`src/rtl/mc_comp32_core.sv`:
```
// mc_comp32_core
//   Multi-cycle 32-bit MIPS-subset CPU with one unified instruction/data
//   memory port. The port uses a req/ready handshake, so the memory may
//   insert any number of wait states.
//
//   Supported instructions:
//     R-type : add sub and or slt sll srl
//     I-type : addi andi ori lui lw sw beq bne
//     J-type : j
//   Any other opcode or funct halts the core.
//
//   Ports
//     clk        in   clock; all state updates on the rising edge
//     rst        in   synchronous active-high reset
//     mem_req    out  memory access request
//     mem_we     out  write strobe, meaningful while mem_req=1
//     mem_addr   out  word-aligned byte address (ADDR_W bits)
//     mem_wdata  out  store data
//     mem_rdata  in   fetch/load data, valid when mem_ready=1
//     mem_ready  in   a transfer completes when mem_req && mem_ready
//     pc         out  program counter
//     inst       out  instruction register
//     aluout     out  registered ALU result
//     halted     out  sticky until rst; set on an illegal instruction
//     retired    out  completed-instruction count, wraps at 2^CNT_W
module mc_comp32_core #(
  parameter logic [31:0] RESET_PC = 32'h0000_0000,
  parameter int unsigned ADDR_W   = 32,
  parameter int unsigned CNT_W    = 32
) (
  input  logic              clk,
  input  logic              rst,
  output logic              mem_req,
  output logic              mem_we,
  output logic [ADDR_W-1:0] mem_addr,
  output logic [31:0]       mem_wdata,
  input  logic [31:0]       mem_rdata,
  input  logic              mem_ready,
  output logic [31:0]       pc,
  output logic [31:0]       inst,
  output logic [31:0]       aluout,
  output logic              halted,
  output logic [CNT_W-1:0]  retired
);

  typedef enum logic [2:0] {
    S_FETCH,
    S_DECODE,
    S_EXEC,
    S_MEM,
    S_WB,
    S_HALT
  } state_t;

  localparam logic [5:0] OP_RTYPE = 6'h00;
  localparam logic [5:0] OP_J     = 6'h02;
  localparam logic [5:0] OP_BEQ   = 6'h04;
  localparam logic [5:0] OP_BNE   = 6'h05;
  localparam logic [5:0] OP_ADDI  = 6'h08;
  localparam logic [5:0] OP_ANDI  = 6'h0C;
  localparam logic [5:0] OP_ORI   = 6'h0D;
  localparam logic [5:0] OP_LUI   = 6'h0F;
  localparam logic [5:0] OP_LW    = 6'h23;
  localparam logic [5:0] OP_SW    = 6'h2B;

  localparam logic [5:0] FN_SLL   = 6'h00;
  localparam logic [5:0] FN_SRL   = 6'h02;
  localparam logic [5:0] FN_ADD   = 6'h20;
  localparam logic [5:0] FN_SUB   = 6'h22;
  localparam logic [5:0] FN_AND   = 6'h24;
  localparam logic [5:0] FN_OR    = 6'h25;
  localparam logic [5:0] FN_SLT   = 6'h2A;

  state_t             state_q, state_d;
  logic [31:0]        pc_q, pc_d;
  logic [31:0]        inst_q, inst_d;
  logic [31:0]        aluout_q, aluout_d;
  logic [31:0]        a_q, a_d;
  logic [31:0]        b_q, b_d;
  logic [31:0]        target_q, target_d;
  logic [31:0]        mdr_q, mdr_d;
  logic [CNT_W-1:0]   retired_q, retired_d;
  logic               req_q, req_d;
  logic               we_q, we_d;
  logic [31:0]        addr_q, addr_d;
  logic [31:0]        wdata_q, wdata_d;
  logic [31:0]        regs_q [32];

  logic               wr_en;
  logic [4:0]         wr_idx;
  logic [31:0]        wr_data;

  logic [5:0]         op, funct;
  logic [4:0]         rs, rt, rd, shamt;
  logic [15:0]        imm;
  logic signed [31:0] imm_sx;
  logic [31:0]        rs_val, rt_val;

  function automatic logic signed [31:0] sext16(input logic [15:0] v);
    return {{16{v[15]}}, v};
  endfunction

  function automatic logic is_legal(input logic [5:0] o, input logic [5:0] f);
    logic ok;
    ok = 1'b0;
    case (o)
      OP_RTYPE: ok = (f == FN_SLL) || (f == FN_SRL) || (f == FN_ADD) || (f == FN_SUB) ||
                     (f == FN_AND) || (f == FN_OR)  || (f == FN_SLT);
      OP_J, OP_BEQ, OP_BNE, OP_ADDI, OP_ANDI,
      OP_ORI, OP_LUI, OP_LW, OP_SW: ok = 1'b1;
      default: ok = 1'b0;
    endcase
    return ok;
  endfunction

  function automatic logic [31:0] alu(input logic [5:0] o, input logic [5:0] f,
                                      input logic [4:0] sh, input logic [31:0] a,
                                      input logic [31:0] b, input logic [15:0] im);
    logic signed [31:0] sa, sb;
    logic [31:0]        r;
    sa = a;
    sb = b;
    r  = '0;
    case (o)
      OP_RTYPE: begin
        case (f)
          FN_ADD:  r = a + b;
          FN_SUB:  r = a - b;
          FN_AND:  r = a & b;
          FN_OR:   r = a | b;
          FN_SLT:  r = {31'd0, sa < sb};
          FN_SLL:  r = b << sh;
          FN_SRL:  r = b >> sh;
          default: r = '0;
        endcase
      end
      OP_ADDI, OP_LW, OP_SW: r = a + $unsigned(sext16(im));
      OP_ANDI: r = a & {16'd0, im};
      OP_ORI:  r = a | {16'd0, im};
      OP_LUI:  r = {im, 16'd0};
      OP_BEQ, OP_BNE: r = a - b;
      default: r = '0;
    endcase
    return r;
  endfunction

  assign op     = inst_q[31:26];
  assign rs     = inst_q[25:21];
  assign rt     = inst_q[20:16];
  assign rd     = inst_q[15:11];
  assign shamt  = inst_q[10:6];
  assign funct  = inst_q[5:0];
  assign imm    = inst_q[15:0];
  assign imm_sx = sext16(imm);

  // Register $0 is hardwired to zero on the read side.
  assign rs_val = (rs == 5'd0) ? 32'd0 : regs_q[rs];
  assign rt_val = (rt == 5'd0) ? 32'd0 : regs_q[rt];

  always_comb begin
    state_d   = state_q;
    pc_d      = pc_q;
    inst_d    = inst_q;
    aluout_d  = aluout_q;
    a_d       = a_q;
    b_d       = b_q;
    target_d  = target_q;
    mdr_d     = mdr_q;
    retired_d = retired_q;
    wr_en     = 1'b0;
    wr_idx    = rt;
    wr_data   = aluout_q;
    req_d     = 1'b0;
    we_d      = 1'b0;
    addr_d    = '0;
    wdata_d   = '0;

    case (state_q)
      S_FETCH: begin
        if (req_q && mem_ready) begin
          inst_d  = mem_rdata;
          pc_d    = pc_q + 32'd4;
          state_d = S_DECODE;
        end
      end
      S_DECODE: begin
        a_d      = rs_val;
        b_d      = rt_val;
        // pc already points past this instruction
        target_d = pc_q + {imm_sx[29:0], 2'b00};
        if (!is_legal(op, funct)) begin
          state_d = S_HALT;
        end else if (op == OP_J) begin
          pc_d      = {pc_q[31:28], inst_q[25:0], 2'b00};
          retired_d = retired_q + CNT_W'(1);
          state_d   = S_FETCH;
        end else begin
          state_d = S_EXEC;
        end
      end
      S_EXEC: begin
        aluout_d = alu(op, funct, shamt, a_q, b_q, imm);
        if (op == OP_BEQ || op == OP_BNE) begin
          if ((a_q == b_q) == (op == OP_BEQ)) pc_d = target_q;
          retired_d = retired_q + CNT_W'(1);
          state_d   = S_FETCH;
        end else if (op == OP_LW || op == OP_SW) begin
          state_d = S_MEM;
        end else begin
          state_d = S_WB;
        end
      end
      S_MEM: begin
        if (req_q && mem_ready) begin
          if (op == OP_SW) begin
            retired_d = retired_q + CNT_W'(1);
            state_d   = S_FETCH;
          end else begin
            mdr_d   = mem_rdata;
            state_d = S_WB;
          end
        end
      end
      S_WB: begin
        wr_en     = 1'b1;
        wr_idx    = (op == OP_RTYPE) ? rd : rt;
        wr_data   = (op == OP_LW) ? mdr_q : aluout_q;
        retired_d = retired_q + CNT_W'(1);
        state_d   = S_FETCH;
      end
      S_HALT: state_d = S_HALT;
      default: state_d = S_HALT;
    endcase

    // The memory port is registered and set up for the state being
    // entered, so a FETCH/MEM state requests from its first cycle. While a
    // transfer waits, pc_d/aluout_d/b_q are unchanged, keeping the port
    // stable. Right after reset the port is idle for one cycle.
    req_d = (state_d == S_FETCH) || (state_d == S_MEM);
    if (state_d == S_FETCH) begin
      addr_d = {pc_d[31:2], 2'b00};
    end else if (state_d == S_MEM) begin
      addr_d = {aluout_d[31:2], 2'b00};
      if (op == OP_SW) begin
        we_d    = 1'b1;
        wdata_d = b_q;
      end
    end
  end

  always_ff @(posedge clk) begin
    if (rst) begin
      state_q   <= S_FETCH;
      pc_q      <= RESET_PC;
      inst_q    <= '0;
      aluout_q  <= '0;
      a_q       <= '0;
      b_q       <= '0;
      target_q  <= '0;
      mdr_q     <= '0;
      retired_q <= '0;
      req_q     <= 1'b0;
      we_q      <= 1'b0;
      addr_q    <= '0;
      wdata_q   <= '0;
      for (int i = 0; i < 32; i++) regs_q[i] <= '0;
    end else begin
      state_q   <= state_d;
      pc_q      <= pc_d;
      inst_q    <= inst_d;
      aluout_q  <= aluout_d;
      a_q       <= a_d;
      b_q       <= b_d;
      target_q  <= target_d;
      mdr_q     <= mdr_d;
      retired_q <= retired_d;
      req_q     <= req_d;
      we_q      <= we_d;
      addr_q    <= addr_d;
      wdata_q   <= wdata_d;
      if (wr_en && (wr_idx != 5'd0)) regs_q[wr_idx] <= wr_data;
    end
  end

  assign mem_req   = req_q;
  assign mem_we    = we_q;
  assign mem_addr  = addr_q[ADDR_W-1:0];
  assign mem_wdata = wdata_q;
  assign pc        = pc_q;
  assign inst      = inst_q;
  assign aluout    = aluout_q;
  assign halted    = (state_q == S_HALT);
  assign retired   = retired_q;

endmodule

```
`config.mk`:
```
export PLATFORM = sky130hd
export DESIGN_NAME = mc_comp32_core
export DESIGN_NICKNAME = d
export VERILOG_FILES = /design/src/rtl/mc_comp32_core.sv
export SDC_FILE = /design/constraint.sdc
export NUM_CORES = 2
export LEC_CHECK = 0
export CORE_MARGIN = 3
export CORE_UTILIZATION = 30
export DETAILED_ROUTE_END_ITERATION = 7
export PLACE_DENSITY = 0.5
export SYNTH_ARGS = -nofsm -noshare
export SYNTH_HDL_FRONTEND = slang
export SYNTH_SLANG_ARGS = --single-unit
```
`constraint.sdc`:
```
create_clock -name clk -period 6.17 [get_ports clk]
set_input_delay 1.234 -clock clk [delete_from_list [all_inputs] [get_ports clk]]
set_output_delay 1.234 -clock clk [all_outputs]
set_load 0.005 [all_outputs]
```
==> impl_metrics.yaml <==
drt:
  firstDrtPassIters: 8
  vias_per_cell: 5.90
  drtIter0Drc: 8141
  wl_um: 346000
  wire_per_inst_um: 34.2
  drc: 5
  ant_nets: 0
  routed-via-count: 59600
clock_network:
  hold_buffers: 0
  numCtsBuffers: 161
  clk_path_buf_depth: 3
  cts_setup_buffers: 0
  cts_resized: 0
  clkSinkCount: 1357
  ctsHtreeMaxLevel: 4
  insertion_delay_ns: 0.85
  cts-root-buf: "clkbuf_16"
  clk_pin_slew_ns: 0.06
  cts_tree: "yes"
critical_path:
  worstPathMaxFanout: 13
  slowest_delay_ns: 0.94
  crit_path_cell_trace: "inv_1 > ha_1 > inv_1 > o41ai_1 > o221ai_1 > nor2b_1 > and3b_1 > o31ai_1 > a21oi_1 > a2111oi_0 > o31ai_1 > a22o_1"
  crit_required_ns: 6.89
  path_buf_inv: 2
  end_kind: "flop"
  criticalPathCategory: "flop to flop"
  critical-path-top-delay-family: "compound AO/OA/AOI/OAI gates"
  startpoint_type: "flop"
  cp.arrival_ns: 5.91
  cp_slowest_cell: "a2111oi_0"
synthesis:
  synth.distinct_cells: 84
  yosysSeqAreaShare_pct: 48.5
  ys_warn_count: 0
  post-synth-top-area-fraction_pct: 39.9
  async_flop_share_pct: 0
  ys_seq_elements: 1357
  syn_area_um2: 77200
  ys_top_cells_by_count: "nor2_1, edfxtp_1, mux4_2, clkbuf_1, nand2_1"
  syn_inst: 6524
  synth_most_common_cell: "nor2_1"
  synth_area_leaders: "edfxtp_1, mux4_2, dfxtp_1"
  syn_area_per_cell_um2: 11.8
  synth-edff-count: 1024
  synth_area_leader_cell: "edfxtp_1"
  yosys_most_used_dff: "edfxtp_1"
global_route:
  grt_pass1_vias: 57900
  grt-ovfl-total: 0
  grt_usage_pct: 25.7
  grt_pass1_wl_um: 478000
  grt_max_degree: 83
  antenna_found_initial: 14
timing:
  fin_crit_ns: 5.19
  rsz0062_at_grt: "false"
  setup_viol: 0
  skew_ns: 0.0447
  fmax_mhz: 193
  fin_crit_sh_pct: 84.2
  slew_violations: 0
  hold_viol: 0
  worstMarginPinSlew_ns: 1.31
  relSlewSlack_pct: 11.0
  setup_slack_ns: 0.976
  setup_tns_ns: 0
outcome:
  status: "finished with violations"
  violations: "design-rule violations"
final_layout:
  fillers: 25000
  final_layout_size_suffix_gt1_share_pct: 20.1
  nets: 6822
  syn_to_final_growth_pct: 16.3
die:
  start_util_pct: 30.2
  die_h_um: 513
  core_um2: 255000
  pin_count: 230
  fp-row-count: 185
  die-area_um2: 263000
  die_w_um: 513
hold_path:
  worstHoldPathType: "flop to flop"
place:
  routabilityCongestion: 1.02
  hpwl_um: 240000
  port_buffers: 227
  place_ws_ns: 1.16
flow_run:
  drv_cap: 0
pwr:
  p_leak_nw: 28.8
  finalPower_mw: 27.4
  ir_drop_mv: 0.290
  power_density_nw_per_um2: 305
## worst min-delay path: stages (launching register included)
cell and delay [ns]:
dfxtp_1 0.31, nand2_1 0.06, a21oi_1 0.06
## metrics by stage
step	hold slack [ns]	util [%]	instance area, um^2	std cells
floorplan	0.431	-	77300	6557
global placement	0.447	33.1	84400	9804
detailed placement	0.453	33.1	84400	9804
CTS	0.455	35.2	89700	10100
global route	0.472	35.2	89700	10100
finish	0.450	35.2	89700	10100
## placed cells by master (no fill, tap or decap), types with 29 or more instances in the layout
cell	instances
edfxtp_1	1024
mux2i_1	121
xnor2_1	79
inv_1	135
nor2_1	1423
ha_1	182
and3_1	48
xor2_1	44
nand2_2	31
clkbuf_16	163
a211oi_1	39
a31oi_1	36
a21o_1	48
nor3_1	56
o21ai_0	184
buf_4	218
dfxtp_1	318
nand2b_2	31
nand3_1	62
clkdlybuf4s50_1	226
nand2_1	373
clkinv_1	37
conb_1	34
mux4_2	710
mux2i_4	32
a221oi_1	55
a21oi_1	357
or3_1	29
clkbuf_1	29
## state kept, by name, summed over array words and instances (netlist names), named ones only
register   cells
regs_q      1024
state_q        3
mem_addr      30
aluout        32
mem_wdata     32
target_q      32
b_q           32
pc            32
mdr_q         32
retired       32
inst          32
a_q           32
mem_req        1
mem_we         1
## cells by family after synthesis
kind of cell	after synthesis	share of synthesized area, %
buffers and inverters	727	3.59
AND/OR/NAND/NOR	2244	12.2
adder cells (fa/ha/maj)	186	3.06
other	1	0.00486
multiplexers	867	22.8
flip-flops	1357	48.5
AO/OA/AOI/OAI	1019	8.47
XOR/XNOR	123	1.40
## worst paths after layout
path / from / endpoint / slack [ns] / cells after the start
worst max-delay path: b_q[14] / aluout[26] / 0.98 / 12
worst min-delay path: target_q[1] / pc[1] / 0.45 / 2
worst max register to register: b_q[14] / aluout[26] / 0.98 / 12
worst min register to register: target_q[1] / pc[1] / 0.45 / 2
## where the power goes
group	switching, mW	internal (mW)	total [mW]	leakage, nW
Sequential	0.563	10.2	10.7	13.3
Clock	4.20	5.65	9.84	2.62
Combinational	4.30	2.53	6.83	13.0
Total	9.07	18.3	27.4	28.8
## cell type report
| cell class | count | area (um^2) | area share (%) |
|---|---|---|---|
| clock inverters | 102 | 1080 | 1.20 |
| flip-flops and latches | 1357 | 37500 | 41.7 |
| well taps | 3366 | 4210 | 4.69 |
| diodes | 7 | 17.5 | 0.0195 |
| clock buffers | 199 | 4280 | 4.77 |
| inverters | 139 | 522 | 0.581 |
| repair buffers | 469 | 4390 | 4.90 |
| multi-input cells | 4473 | 37800 | 42.1 |
## per-layer routing
metal	global-route usage, %	vias up	share of wire [%]
met5	0	-	0.020
met3	4.95	589	8.6
met2	41.3	3270	47
met4	11.8	6	5.3
li1	-	24700	-
met1	33.4	31100	39
No activity file was read; power rests on OpenSTA's default activity.
